File: src/rtl/fetch_stage.sv
// RV32I instruction fetch with a single-outstanding imem handshake, one-entry skid buffer
// and IF/ID pipeline register. Define IF_PERF_CNT_EN to add fetch/bubble performance counters.
module fetch_stage #(
    parameter int             DPW       = 32,
    parameter logic [DPW-1:0] RESET_PC  = 32'h0000_0000,
    parameter logic [DPW-1:0] NOP_INSTR = 32'h0000_0013
) (
    input  logic           clk,
    input  logic           rst,
    input  logic           stallF,
    input  logic           stallD,
    input  logic           flushD,
    input  logic           pcsrcE,
    input  logic [DPW-1:0] pctargetE,
    output logic           imem_req,
    output logic [DPW-1:0] imem_addr,
    input  logic [DPW-1:0] imem_rdata,
    input  logic           imem_ready,
    output logic [DPW-1:0] instrD,
    output logic [DPW-1:0] PCD,
    output logic [DPW-1:0] PCPlus4D,
    output logic           validD,
    output logic           fetch_busy
`ifdef IF_PERF_CNT_EN
    ,
    output logic [31:0]    perf_fetch_cnt,
    output logic [31:0]    perf_bubble_cnt
`endif
);

    localparam logic [DPW-1:0] PC_STEP = DPW'(4);

    typedef enum logic [1:0] {
        S_FETCH    = 2'd0,
        S_BUFFERED = 2'd1,
        S_DROP     = 2'd2
    } state_t;

    state_t         state_reg, state_next;
    logic [DPW-1:0] pc_reg, pc_next;
    logic [DPW-1:0] redir_reg, redir_next;
    logic [DPW-1:0] buf_instr_reg, buf_instr_next;
    logic [DPW-1:0] buf_pc_reg, buf_pc_next;

    logic [DPW-1:0] instr_reg, pcd_reg, pcplus4_reg;
    logic           valid_reg;

    logic           hold;
    logic [DPW-1:0] target;
    logic           load;
    logic [DPW-1:0] load_instr, load_pc;

    assign hold   = stallF | stallD;
    assign target = pctargetE & ~DPW'(3);

    // The buffered state is the only one without an outstanding request.
    assign imem_req   = (state_reg != S_BUFFERED) & ~rst;
    assign imem_addr  = pc_reg;
    assign fetch_busy = imem_req & ~imem_ready;

    always_comb begin
        state_next     = state_reg;
        pc_next        = pc_reg;
        redir_next     = redir_reg;
        buf_instr_next = buf_instr_reg;
        buf_pc_next    = buf_pc_reg;
        load           = 1'b0;
        load_instr     = buf_instr_reg;
        load_pc        = buf_pc_reg;

        unique case (state_reg)
            S_FETCH: begin
                if (imem_ready) begin
                    if (pcsrcE) begin
                        pc_next = target;
                    end else if (!hold) begin
                        load       = 1'b1;
                        load_instr = imem_rdata;
                        load_pc    = pc_reg;
                        pc_next    = pc_reg + PC_STEP;
                    end else begin
                        buf_instr_next = imem_rdata;
                        buf_pc_next    = pc_reg;
                        pc_next        = pc_reg + PC_STEP;
                        state_next     = S_BUFFERED;
                    end
                end else if (pcsrcE) begin
                    redir_next = target;
                    state_next = S_DROP;
                end
            end
            S_BUFFERED: begin
                if (pcsrcE) begin
                    pc_next    = target;
                    state_next = S_FETCH;
                end else if (!hold) begin
                    load       = 1'b1;
                    state_next = S_FETCH;
                end
            end
            S_DROP: begin
                // The stale response must still be consumed; a redirect arriving
                // with it is the newest target and wins over the saved one.
                if (imem_ready) begin
                    pc_next    = pcsrcE ? target : redir_reg;
                    state_next = S_FETCH;
                end else if (pcsrcE) begin
                    redir_next = target;
                end
            end
            default: begin
                state_next = S_FETCH;
            end
        endcase
    end

    always_ff @(posedge clk or posedge rst) begin
        if (rst) begin
            state_reg     <= S_FETCH;
            pc_reg        <= RESET_PC;
            redir_reg     <= '0;
            buf_instr_reg <= '0;
            buf_pc_reg    <= '0;
        end else begin
            state_reg     <= state_next;
            pc_reg        <= pc_next;
            redir_reg     <= redir_next;
            buf_instr_reg <= buf_instr_next;
            buf_pc_reg    <= buf_pc_next;
        end
    end

    always_ff @(posedge clk or posedge rst) begin
        if (rst) begin
            instr_reg   <= NOP_INSTR;
            pcd_reg     <= '0;
            pcplus4_reg <= '0;
            valid_reg   <= 1'b0;
        end else if (flushD) begin
            instr_reg   <= NOP_INSTR;
            pcd_reg     <= '0;
            pcplus4_reg <= '0;
            valid_reg   <= 1'b0;
        end else if (stallD) begin
            instr_reg   <= instr_reg;
        end else if (load) begin
            instr_reg   <= load_instr;
            pcd_reg     <= load_pc;
            pcplus4_reg <= load_pc + PC_STEP;
            valid_reg   <= 1'b1;
        end else begin
            instr_reg   <= NOP_INSTR;
            pcd_reg     <= '0;
            pcplus4_reg <= '0;
            valid_reg   <= 1'b0;
        end
    end

    assign instrD   = instr_reg;
    assign PCD      = pcd_reg;
    assign PCPlus4D = pcplus4_reg;
    assign validD   = valid_reg;

`ifdef IF_PERF_CNT_EN
    logic [31:0] fetch_cnt_reg, bubble_cnt_reg;

    always_ff @(posedge clk or posedge rst) begin
        if (rst) begin
            fetch_cnt_reg  <= '0;
            bubble_cnt_reg <= '0;
        end else begin
            if (load && !flushD && !stallD) begin
                fetch_cnt_reg <= fetch_cnt_reg + 32'd1;
            end
            if (!valid_reg && !stallD) begin
                bubble_cnt_reg <= bubble_cnt_reg + 32'd1;
            end
        end
    end

    assign perf_fetch_cnt  = fetch_cnt_reg;
    assign perf_bubble_cnt = bubble_cnt_reg;
`endif

endmodule

File: config.mk
export PLATFORM = sky130hd
export DESIGN_NAME = fetch_stage
export DESIGN_NICKNAME = d
export VERILOG_FILES = /design/src/rtl/fetch_stage.sv
export SDC_FILE = /design/constraint.sdc
export NUM_CORES = 1
export LEC_CHECK = 0
export ABC_AREA = 0
export CORE_ASPECT_RATIO = 0.7
export CORE_MARGIN = 2
export CORE_UTILIZATION = 30
export DETAILED_ROUTE_END_ITERATION = 10
export PLACE_DENSITY = 0.56
export RECOVER_POWER = 100
export SYNTH_ARGS = -nofsm -noshare
export SYNTH_HDL_FRONTEND = slang
export SYNTH_SLANG_ARGS = --single-unit
File: constraint.sdc
create_clock -name clk -period 12.76 [get_ports clk]
set_clock_uncertainty 0.2 [all_clocks]
set_input_delay 3.19 -clock clk [delete_from_list [all_inputs] [get_ports clk]]
set_output_delay 3.19 -clock clk [all_outputs]
set_load 0.05 [all_outputs]
### Word level (Yosys, flattened, before mapping)

Cells that the tools add are included.

* add/subtract/negate cells: 2
* bitwise operators: 6
* muxes and demuxes: 38
* reductions and logical operators: 7
* equal/unequal tests: 11

Operator list (number)
* 32-bit 2-to-1 mux: 22
* 32-bit one-hot mux with 3 select lines: 1
* 32-bit by 3-bit adder with 32-bit output, second input constant: 2
* 2-bit 2-to-1 mux: 7
* 3-bit inequality test, second input constant: 4
* 4-bit AND reduction: 2
* 1-bit 2-to-1 mux: 6
* 2-bit inequality test, second input constant: 3
* 2-bit one-hot mux with 3 select lines: 1
* 5-bit AND reduction: 1
* 2-bit by 1-bit inequality test with 1-bit output, second input constant: 2
* 1-bit inverter: 3
* 3-bit nonzero test: 1
* 1-bit bitwise AND: 2
* 2-bit by 1-bit equality test with 1-bit output, second input constant: 1
* 2-bit equality test, second input constant: 1
* 2-bit zero test: 1
* 1-bit one-hot mux with 2 select lines: 1
* 2-bit AND reduction: 1
* 2-bit OR reduction: 1
* 1-bit OR: 1

* output and inout port bits: 131
* bits in registers: 227
* input bits: 71
* word-level logic and storage cells: 73

### Longest topological paths before layout

Gate-level depths: netlist (run 1).

* depth in word-level cells: 9
* gate-level depth with buffers: 15

### Worst setup path before layout (run 1)

No wires, ideal clock.

* kind: in2out
* from: in imem_ready
* to: out fetch_busy
* cell stages on the path: 2
* data required time: 9370 ps
* arrival time: 4426 ps
* path slack: 4944 ps
* cells stage by stage: buf_2 > nor3_1

* cells in the longest elaborated chain, start to end: 2

Ends and longest elaborated chain
* start, declared: RTL line 18 `input logic imem_ready,`
* 1-bit inverter (no line)
* 1-bit bitwise AND: RTL line 59 `assign fetch_busy = imem_req & ~imem_ready;`
* end, declared: RTL line 23 `output logic fetch_busy`

No other way between the ends.

### Final worst setup path (run 1)

* from: in pcsrcE
* to: reg pcplus4_reg[23], in the netlist PCPlus4D[23]

* cells in the longest elaborated chain, start to end: 7
* elaborated cells on any way between the ends: 10

Ends and longest elaborated chain
* start, declared: RTL line 13 `input logic pcsrcE,`
* 32-bit 2-to-1 mux: RTL line 74 `if (pcsrcE) begin`
* 32-bit 2-to-1 mux: RTL line 73 `if (imem_ready) begin`
* 32-bit 2-to-1 mux: RTL line 71 `unique case (state_reg)`
* 32-bit by 3-bit adder with 32-bit output: RTL line 149 `pcplus4_reg <= load_pc + PC_STEP;`
* 32-bit 2-to-1 mux *: RTL line 146 `end else if (load) begin`
* 32-bit 2-to-1 mux *: RTL line 144 `end else if (stallD) begin`
* 32-bit 2-to-1 mux *: RTL line 139 `end else if (flushD) begin`
* end signal, assigned: RTL line 149
* end, declared: RTL line 45 `logic [DPW-1:0] instr_reg, pcd_reg, pcplus4_reg;`

Every way passes the cells marked *; elsewhere a longest branch is shown, timed or not. The select of a mux whose other input is x is not followed.
A chain may end at the register's enable or synchronous reset.

==> key figures, run 1 <==
Synth
  – Compound-gate portion of the synthesized area: 14.6%
  – Synth top area share: about half
  – Syn avg cell area: 10.2 um^2
  – Synthesized flop and latch total: roughly 230
  – EDFF count, synth: 0
  – Post-synthesis sequential area ratio: 50.4%
  – Post-synthesis mux area share: between 10% and 20%
  – Post-synthesis adder-cell area fraction: less than 1%
  – Area leader, netlist: dfrtp_1
  – Top FF cell, synth: dfrtp_1
  – Top cells by area, synth: dfrtp_1 50%, mux2_2 9.8%, mux2i_1 5.9%
  – Cells after synthesis: about 1100
  – Syn Nets: ~1200
  – Mapped Area: around 11000 um^2
  – Library cells used by synthesis: 63
  – Largest family of logic cells by synthesized area: multiplexers
  – Ys async rst share: 100%
  – Simple logic cell fraction of the synthesized area: ~12%
  – Synth Area in XOR/XNOR: slightly below 3%
  – Ys Warns: 0

Placement
  – DP HPWL: roughly 24000 um
  – Worst slack, placed: 4.39 ns
  – IO Port Bufs: between 150 and 200
  – GPL Wtd Cong: slightly below 0.8
  – DP Cell Count: about 1700

Worst hold path
  – HP Class: reg2reg
  – Hold wc startpoint: instrD[28]

Power and ir drop
  – Lkg Pwr: 6.14 nW
  – Maximum vdd ir drop: approximately 130 uV
  – Power Density: around 210 nW/um^2

Setup path
  – CP max-delay cell: clkbuf_1
  – Crit path top cell by count: clkbuf_1
  – CP Capture Type: flop
  – Worst endpoint required time: 12.79 ns
  – Largest stage delay, worst path: approximately 2.5 ns
  – Worst r2r src: state_reg[1]
  – Startpoint Class: primary input
  – Critical-path cell list: clkbuf_1 -> clkbuf_1 -> or4_2 -> clkbuf_1 -> o21ai_0
  – Critical path class: in2reg
  – Crit Path Max Fanout: 86
  – Critical path data arrival time: 8.83 ns
  – Crit. Startpoint: pcsrcE

Drt
  – Met2 wire length: approximately 15000 um
  – Met1 wire length: approximately 17000 um
  – WL per Instance: between 15 and 20 um
  – Via count: between 9000 and 10000
  – Final ANT Viol Nets: 0
  – Wire length on met3: 1910 um
  – Vias/cell: between 5 and 6
  – Drt total wl: about 35000 um
  – Iter 0 DRT Violations: 606
  – Residual DRC: 0
  – Top sig layer: met4
  – Drt pass-1 iters: 5

Timing
  – Fmax: 114 MHz
  – RSZ-0062 raised after global routing: no
  – Min Hold Slack: 0.271 ns
  – Final WS setup: between 3 and 4 ns
  – Final setup violating endpoints: 0
  – Post-Route Setup TNS: 0 ns
  – Final Max Slew Viols: roughly 430
  – Slew headroom: -363%
  – Worst-Margin Slew: about 6.9 ns
  – Hold Vio Cnt, Final: 0
  – Period minus WS final: 8.80 ns
  – Final Cycle Share: between 60% and 70%

CTS
  – Worst-skew pair later-pin latency: ~0.54 ns
  – Max clock buf depth: 3
  – Postcts setup bufs: 0
  – Cts hold-fix bufs: 0
  – Post-CTS sizing: 0
  – Clk slew on worst S/H paths: ~0.06 ns
  – CTS buffer count: 25
  – Clk root buf: clkbuf_16
  – CTS H-tree lvls: 1
  – Clk sinks: approximately 230
  – CTS tree: built

Floorplan
  – Die width: 235 um
  – Core area: about 37000 um^2
  – Initial core utilization: a little under a third
  – Ports: 202
  – Cell Rows: ~60
  – Die Y: ~170 um
  – Die footprint: 38900 um^2

Flow run
  – Max_cap viols: 6

Outcome
  – Outcome: complete, but fails checks
  – Failing checks: max-capacitance violations, max-slew violations

Layout
  – Post-Layout Cell Count: 1761
  – Layout cells sized above 1: between 10% and 20%
  – Diodes inserted: 0
  – Synth-to-layout area growth: 28.8%
  – Most common cell after layout, fill and taps aside: dfrtp_1
  – Most frequent cells in the layout: 222 x dfrtp_1, 158 x nand2_1, 133 x dlygate4sd3_1
  – Final Net Count: roughly 1300
  – Filler cells: ~3700

Global route
  – Wire length of the first global-routing pass: around 54000 um
  – Initial antenna violation count: 0
  – Largest net degree at the start of global routing: 150
  – Number of global-route vias before repair: between 8000 and 9000
  – Gr usage total: 17.5%
  – Grt ovf: 0
## layer usage
| metal | vias up | GRT usage (%) |
|---|---|---|
| met3 | 39 | 3.72 |
| li1 | 4278 | - |
| met5 | - | 0 |
| met4 | 0 | 3.16 |
| met2 | 242 | 26.8 |
| met1 | 4546 | 25.6 |
## synth_stat cells (8+ instances only)
| cell | instances |
|---|---|
| o21ai_0 | 130 |
| nand4_1 | 17 |
| dfrtp_1 | 222 |
| nor4_1 | 9 |
| a222oi_1 | 10 |
| and3_1 | 9 |
| a21oi_1 | 44 |
| a22o_1 | 11 |
| mux2i_1 | 66 |
| clkbuf_1 | 66 |
| xnor2_1 | 10 |
| a31oi_1 | 15 |
| buf_1 | 8 |
| buf_2 | 10 |
| nand3_1 | 21 |
| a211oi_1 | 9 |
| nor2_1 | 46 |
| xor2_1 | 27 |
| nor3_1 | 19 |
| mux2_2 | 97 |
| nand2_1 | 158 |
| inv_1 | 11 |
## per-stage QoR
| stage | cell area (um^2) | utilization [%] | power, W |
|---|---|---|---|
| after floorplan | 11200 | - | 0.00191 |
| after global placement | 13600 | 36.8 | 0.00227 |
| after detailed placement | 13600 | 36.8 | 0.00230 |
| after CTS | 14500 | 39.2 | 0.00308 |
| after global routing | 14400 | 39.0 | 0.00321 |
| final | 14400 | 39.0 | 0.00302 |
## report_power, final
group / switching, W / total (W) / internal (W)
Clock: 0.000303 / 0.000763 / 0.000460
Combinational: 0.000665 / 0.00110 / 0.000437
Sequential: 0.000233 / 0.00115 / 0.000922
## area by class of cell
cell class,count,area (um^2),share of cell area (%)
inverters,12,46.3,0.322
multi-input cells,775,5160,35.9
repair buffers,216,2080,14.5
clock inverters,9,123,0.852
well taps,488,611,4.24
flip-flops and latches,225,5630,39.1
clock buffers,36,737,5.12
## path summary, 6_finish.rpt
check                                    endpoint  slack, ns  cells after the start
min in group asynchronous           redir_reg[15]       5.15                      2
max in group asynchronous              instrD[16]       4.13                      3
worst max register to register  buf_instr_reg[22]       7.19                      7
worst max-delay path                 PCPlus4D[23]       3.96                      5
worst min register to register         instrD[28]       0.27                      2
worst min-delay path                   instrD[28]       0.27                      2
## kinds of logic (layout without fill, tap and decap cells)
logic type	count (synthesis)	count (layout)
adder cells (fa/ha/maj)	5	5
AO/OA/AOI/OAI	267	267
AND/OR/NAND/NOR	303	303
buffers and inverters	99	273
multiplexers	163	163
XOR/XNOR	37	37
flip-flops	225	225
## critical path, delay by kind of cell
| kind | cells | cell delay, ns |
|---|---|---|
| buffers and inverters | 3 | 4.70 |
| AO/OA/AOI/OAI | 1 | 0.49 |
| AND/OR/NAND/NOR | 1 | 0.38 |
No activity file was read; power rests on OpenSTA's default activity.
==> inputs of run 2 (changes only) <==
Settings changed: PLACE_DENSITY 0.56 to 0.57.
Clock period 12.76 ns to 7.35 ns, I/O delays scaled along.
==> run 2 against run 1 <==
Effect of this change:
- the flow still finishes with violations (max-capacitance violations, max-slew violations)
- critical path depth is 6 higher
- final area hardly changed
- sequential power is 74% higher
- register-to-register slack worse by 4.8 ns
- combinational power is 74% higher
- routed wire length is 0.69% higher
- worst hold slack worse by 0.0028 ns
- clock-buffer cell count is 1 higher
- first-iteration DRC count is 9.7% higher
- final cell count is 0.11% higher
- critical endpoint is now PCPlus4D[22]
- total power is 74% higher
- die area stayed put
==> key figures, run 2 (synthesized netlist as in run 1, its figures left out) <==
Floorplan
  – Ports: 202 (unchanged)
  – Cell Rows: 59 (unchanged)
  – Die width: 235 um (unchanged)
  – Core area: 36900 um^2 (unchanged)
  – Die footprint: 38900 um^2 (unchanged)
  – Initial core utilization: 30.3% (unchanged)
  – Die Y: 166 um (unchanged)

Worst hold path
  – HP Class: reg2reg (unchanged)

CTS
  – Clk slew on worst S/H paths: 0.06 ns (about the same)
  – CTS buffer count: 26 (was 25)
  – Clk sinks: 225 (unchanged)
  – Postcts setup bufs: 0 (unchanged)
  – Worst-skew pair later-pin latency: 0.55 ns (was 0.54 ns)
  – CTS H-tree lvls: 1 (unchanged)
  – Cts hold-fix bufs: 0 (unchanged)
  – Max clock buf depth: 3 (unchanged)
  – Clk root buf: clkbuf_16 (unchanged)
  – CTS tree: built (unchanged)
  – Post-CTS sizing: 0 (unchanged)

Global route
  – Gr usage total: 17.6% (was 17.5%)
  – Wire length of the first global-routing pass: 53800 um (was 53700 um)
  – Initial antenna violation count: 1 (was 0)
  – Number of global-route vias before repair: 8946 (was 8817)
  – Grt ovf: 0 (unchanged)
  – Largest net degree at the start of global routing: 145 (was 150)

Timing
  – Final Max Slew Viols: 497 (was 432)
  – Period minus WS final: roughly 6.2 ns
  – Final setup violating endpoints: 0 (unchanged)
  – RSZ-0062 raised after global routing: no (unchanged)
  – Final Cycle Share: a little over four fifths
  – Fmax: 162 MHz
  – Hold Vio Cnt, Final: 0 (unchanged)
  – Worst-Margin Slew: 2.45 ns (was 6.90 ns)
  – Slew headroom: -63.0% (was -363%)
  – Post-Route Setup TNS: 0 ns (unchanged)
  – Final WS setup: 1.16 ns (was 3.96 ns)

Setup path
  – Worst endpoint required time: 7.51 ns (was 12.79 ns)
  – Crit Path Max Fanout: 14 (was 86)
  – Startpoint Class: primary input (unchanged)
  – Critical path data arrival time: 6.34 ns (was 8.83 ns)
  – CP Capture Type: flop (unchanged)
  – Critical path class: in2reg (unchanged)

Layout
  – Most common cell after layout, fill and taps aside: dfrtp_1 (unchanged)
  – Final Net Count: 1331 (unchanged)
  – Synth-to-layout area growth: 28.9% (was 28.8%)
  – Filler cells: 3644 (was 3673)
  – Most frequent cells in the layout: 222 x dfrtp_1, 158 x nand2_1, 134 x dlygate4sd3_1 (was 222 x dfrtp_1, 158 x nand2_1, 133 x dlygate4sd3_1)
  – Layout cells sized above 1: 12.9% (was 12.6%)

Drt
  – Drt pass-1 iters: 6 (was 5)
  – Via count: 9168 (was 9105)
  – WL per Instance: 19.8 um (was 19.7 um)
  – Vias/cell: 5.20 (was 5.17)
  – Iter 0 DRT Violations: 665 (was 606)
  – Final ANT Viol Nets: 0 (unchanged)
  – Drt total wl: 34900 um (was 34700 um)
  – Residual DRC: 0 (unchanged)

Placement
  – IO Port Bufs: 199 (unchanged)
  – DP HPWL: 24000 um (was 23900 um)
  – GPL Wtd Cong: 0.808 (was 0.793)
  – Worst slack, placed: 1.30 ns (was 4.39 ns)

Power and ir drop
  – Power Density: 365 nW/um^2 (was 210 nW/um^2)
  – Pwr Total: 0.00526 W (was 0.00302 W)
  – Lkg Pwr: 6.16 nW (was 6.14 nW)
  – Maximum vdd ir drop: 183 uV (was 127 uV)

Flow run
  – Max_cap viols: 10 (was 6)

Outcome
  – Failing checks: max-capacitance violations, max-slew violations (unchanged)
  – Outcome: complete, but fails checks (unchanged)
## run 2: through the flow
stage / util, % / instances / area [um^2] / hold WS (ns)
after floorplan: - / 1099 / 11200 / 0.253
after global placement: 36.9 / 1715 / 13600 / 0.259
after detailed placement: 36.9 / 1715 / 13600 / 0.269
after CTS: 39.2 / 1762 / 14500 / 0.281
after global routing: 39.0 / 1763 / 14400 / 0.285
final: 39.0 / 1763 / 14400 / 0.269
## run 2: where the power goes
group	switching, W	total (W)	internal (W)
registers	0.000402	0.00200	0.00160
logic	0.00116	0.00191	0.000754
clock network	0.000548	0.00135	0.000799
total	0.00211	0.00526	0.00315
## run 2: final timing paths
| kind | to | cells past startpoint | slack (ns) | startpoint |
|---|---|---|---|---|
| min in group asynchronous | redir_reg[15] | 2 | 2.07 | rst |
| worst min-delay path | PCD[15] | 2 | 0.27 | PCD[15] |
| worst max-delay path | PCPlus4D[22] | 11 | 1.16 | imem_ready |
| max in group asynchronous | PCD[20] | 3 | 1.89 | rst |
| worst min register to register | PCD[15] | 2 | 0.27 | PCD[15] |
| worst max register to register | imem_addr[30] | 9 | 2.38 | state_reg[0] |
## run 2: area by class of cell
class,count,area [um^2],share of cell area (%)
multi-input cells,775,5150,35.7
clock inverters,10,105,0.729
clock buffers,37,773,5.37
diodes,1,2.50,0.0174
inverters,12,46.3,0.321
well taps,488,611,4.24
repair buffers,215,2090,14.5
flip-flops and latches,225,5630,39.1
## run 2: routing by layer
layer | vias up | routed length [um] | global-route usage [%]
met3 | 47 | 2000 | 3.47
li1 | 4279 | - | -
met5 | - | 0 | 0
met2 | 284 | 15400 | 27.0
met4 | 0 | 693 | 4.20
met1 | 4558 | 16800 | 25.5
## run 2: critical path, cell delays in order
cell	delay [ns]
dlygate4sd3_1	0.80
nand3b_1	0.52
nor2_1	1.34
mux2i_1	0.23
inv_1	0.15
ha_1	0.24
o21ai_1	0.31
buf_4	0.28
a211oi_1	0.31
xor2_1	0.21
o21ai_0	0.09
==> inputs of run 3 (changes only) <==
Clock period 7.35 ns to 5.4 ns, I/O delays scaled along.
==> run 3 against run 2 <==
Effect of this change:
- the flow still finishes with violations (max-capacitance violations, max-slew violations)
- routed wire length decreased by 0.68%
- largest cell class unchanged
- combinational power increased by 37%
- clock power increased by 38%
- via count increased by 0.33%
- critical endpoint is now PCPlus4D[11]
- highest routed layer unchanged
==> key figures, run 3 (synthesized netlist as in run 1, its figures left out) <==
Setup path
  – Crit. Startpoint: stallD (was imem_ready)
  – Critical path data arrival time: 4.89 ns (was 6.34 ns)
  – Crit Path Max Fanout: 26 (was 14)
  – Critical-path cell list: dlygate4sd3_1 -> or2_0 -> nor2_1 -> clkbuf_1 -> buf_4 -> mux2i_1 -> nor2_1 -> xor2_1 -> o21ai_0 (was dlygate4sd3_1 -> nand3b_1 -> nor2_1 -> mux2i_1 -> inv_1 -> ha_1 -> o21ai_1 -> buf_4 -> a211oi_1 -> xor2_1 -> o21ai_0)
  – R2R depth: 7 (was 9)
  – Worst endpoint required time: 5.53 ns (was 7.51 ns)
  – CP Capture Type: flop (unchanged)
  – Largest stage delay, worst path: 0.80 ns (was 1.34 ns)
  – CP max-delay cell: clkbuf_1 (was nor2_1)
  – Crit path top cell by count: nor2_1
  – Worst r2r src: state_reg[0] (unchanged)
  – Critical path class: in2reg (unchanged)
  – Startpoint Class: primary input (unchanged)

CTS
  – Post-CTS sizing: 0 (unchanged)
  – Clk slew on worst S/H paths: 0.06 ns (about the same)
  – Clk root buf: clkbuf_16 (unchanged)
  – CTS buffer count: 24 (was 26)
  – Worst-skew pair later-pin latency: 0.54 ns (was 0.55 ns)
  – Postcts setup bufs: 0 (unchanged)
  – CTS H-tree lvls: 1 (unchanged)
  – Clk sinks: 225 (unchanged)
  – Cts hold-fix bufs: 0 (unchanged)
  – CTS tree: built (unchanged)
  – Max clock buf depth: 3 (unchanged)

Worst hold path
  – HP Class: reg2reg (unchanged)
  – Worst hold stages: 2 (unchanged)
  – Hold wc startpoint: PCD[8] (was PCD[15])

Timing
  – Final setup violating endpoints: 0 (unchanged)
  – Slew headroom: -38.0% (was -63.0%)
  – Final WS setup: 0.646 ns (was 1.16 ns)
  – RSZ-0062 raised after global routing: no (unchanged)
  – Worst-Margin Slew: 2.07 ns (was 2.45 ns)
  – Min Hold Slack: 0.271 ns (was 0.269 ns)
  – Hold Vio Cnt, Final: 0 (unchanged)
  – Period minus WS final: about 4.8 ns
  – Final Cycle Share: around 88%
  – Final Max Slew Viols: 363 (was 497)
  – Post-Route Setup TNS: 0 ns (unchanged)
  – Fmax: approximately 210 MHz

Drt
  – WL per Instance: 19.6 um (was 19.8 um)
  – Via count: 9198 (was 9168)
  – Residual DRC: 0 (unchanged)
  – Vias/cell: 5.20 (about the same)
  – Drt pass-1 iters: 5 (was 6)
  – Iter 0 DRT Violations: 673 (was 665)
  – Drt total wl: 34700 um (was 34900 um)
  – Final ANT Viol Nets: 0 (unchanged)

Power and ir drop
  – Power Density: 496 nW/um^2 (was 365 nW/um^2)
  – Maximum vdd ir drop: 236 uV (was 183 uV)
  – Lkg Pwr: 6.21 nW (was 6.16 nW)

Placement
  – DP Cell Count: 1725 (was 1715)
  – GPL Wtd Cong: 0.808 (about the same)
  – IO Port Bufs: 199 (unchanged)
  – DP HPWL: 24100 um (was 24000 um)
  – Worst slack, placed: 0.725 ns (was 1.30 ns)

Floorplan
  – Cell Rows: 59 (unchanged)
  – Die width: 235 um (unchanged)
  – Ports: 202 (unchanged)
  – Die footprint: 38900 um^2 (unchanged)
  – Die Y: 166 um (unchanged)
  – Initial core utilization: 30.3% (unchanged)
  – Core area: 36900 um^2 (unchanged)

Layout
  – Final Net Count: 1339 (was 1331)
  – Most frequent cells in the layout: 222 x dfrtp_1, 158 x nand2_1, 134 x dlygate4sd3_1 (unchanged)
  – Most common cell after layout, fill and taps aside: dfrtp_1 (unchanged)
  – Post-Layout Cell Count: 1768 (was 1763)
  – Synth-to-layout area growth: 29.7% (was 28.9%)
  – Diodes inserted: 0 (was 1)
  – Layout cells sized above 1: 13.2% (was 12.9%)

Flow run
  – Max_cap viols: 6 (was 10)

Global route
  – Initial antenna violation count: 0 (was 1)
  – Wire length of the first global-routing pass: 53400 um (was 53800 um)
  – Grt ovf: 0 (unchanged)
  – Gr usage total: 17.4% (was 17.6%)
  – Largest net degree at the start of global routing: 145 (unchanged)
  – Number of global-route vias before repair: 8769 (was 8946)

Outcome
  – Failing checks: max-capacitance violations, max-slew violations (unchanged)
  – Outcome: complete, but fails checks (unchanged)
run 3: report_power, final:
group / internal (W) / switching (W)
Clock: 0.00115 / 0.000710
Sequential: 0.00217 / 0.000549
Combinational: 0.00104 / 0.00157
Total: 0.00437 / 0.00283
run 3: final timing paths:
check                                      end  slack, ns
max in group asynchronous       buf_pc_reg[12]       1.15
min in group asynchronous        imem_addr[18]       1.25
worst min-delay path                    PCD[8]       0.27
worst max register to register    imem_addr[2]       1.23
worst min register to register          PCD[8]       0.27
worst max-delay path              PCPlus4D[11]       0.65
run 3: per-layer routing:
metal,routed length [um],GRT usage (%)
met5,0,0
met4,578,3.48
met3,2080,3.32
met2,15200,26.0
met1,16800,26.1
run 3: stage by stage:
step	total power [W]	utilization, %	instance area, um^2
after floorplan	0.00451	-	11200
after global placement	0.00537	37.1	13700
after detailed placement	0.00543	37.1	13700
after CTS	0.00731	39.5	14600
after global routing	0.00764	39.3	14500
final	0.00720	39.3	14500
run 3: area by class of cell:
type / instances / area [um^2]
inverter: 12 / 46.3
timing repair buffer: 225 / 2170
multi-input combinational: 775 / 5160
tap: 488 / 611
clock inverter: 10 / 175
clock buffer: 33 / 706
fill: 3683 / 22400
sequential: 225 / 5630
run 3: critical path: cells and delay by family:
kind | cells | cell delay [ns]
AND/OR/NAND/NOR | 3 | 0.98
buffers and inverters | 3 | 1.95
XOR/XNOR | 1 | 0.13
multiplexers | 1 | 0.36
AO/OA/AOI/OAI | 1 | 0.08
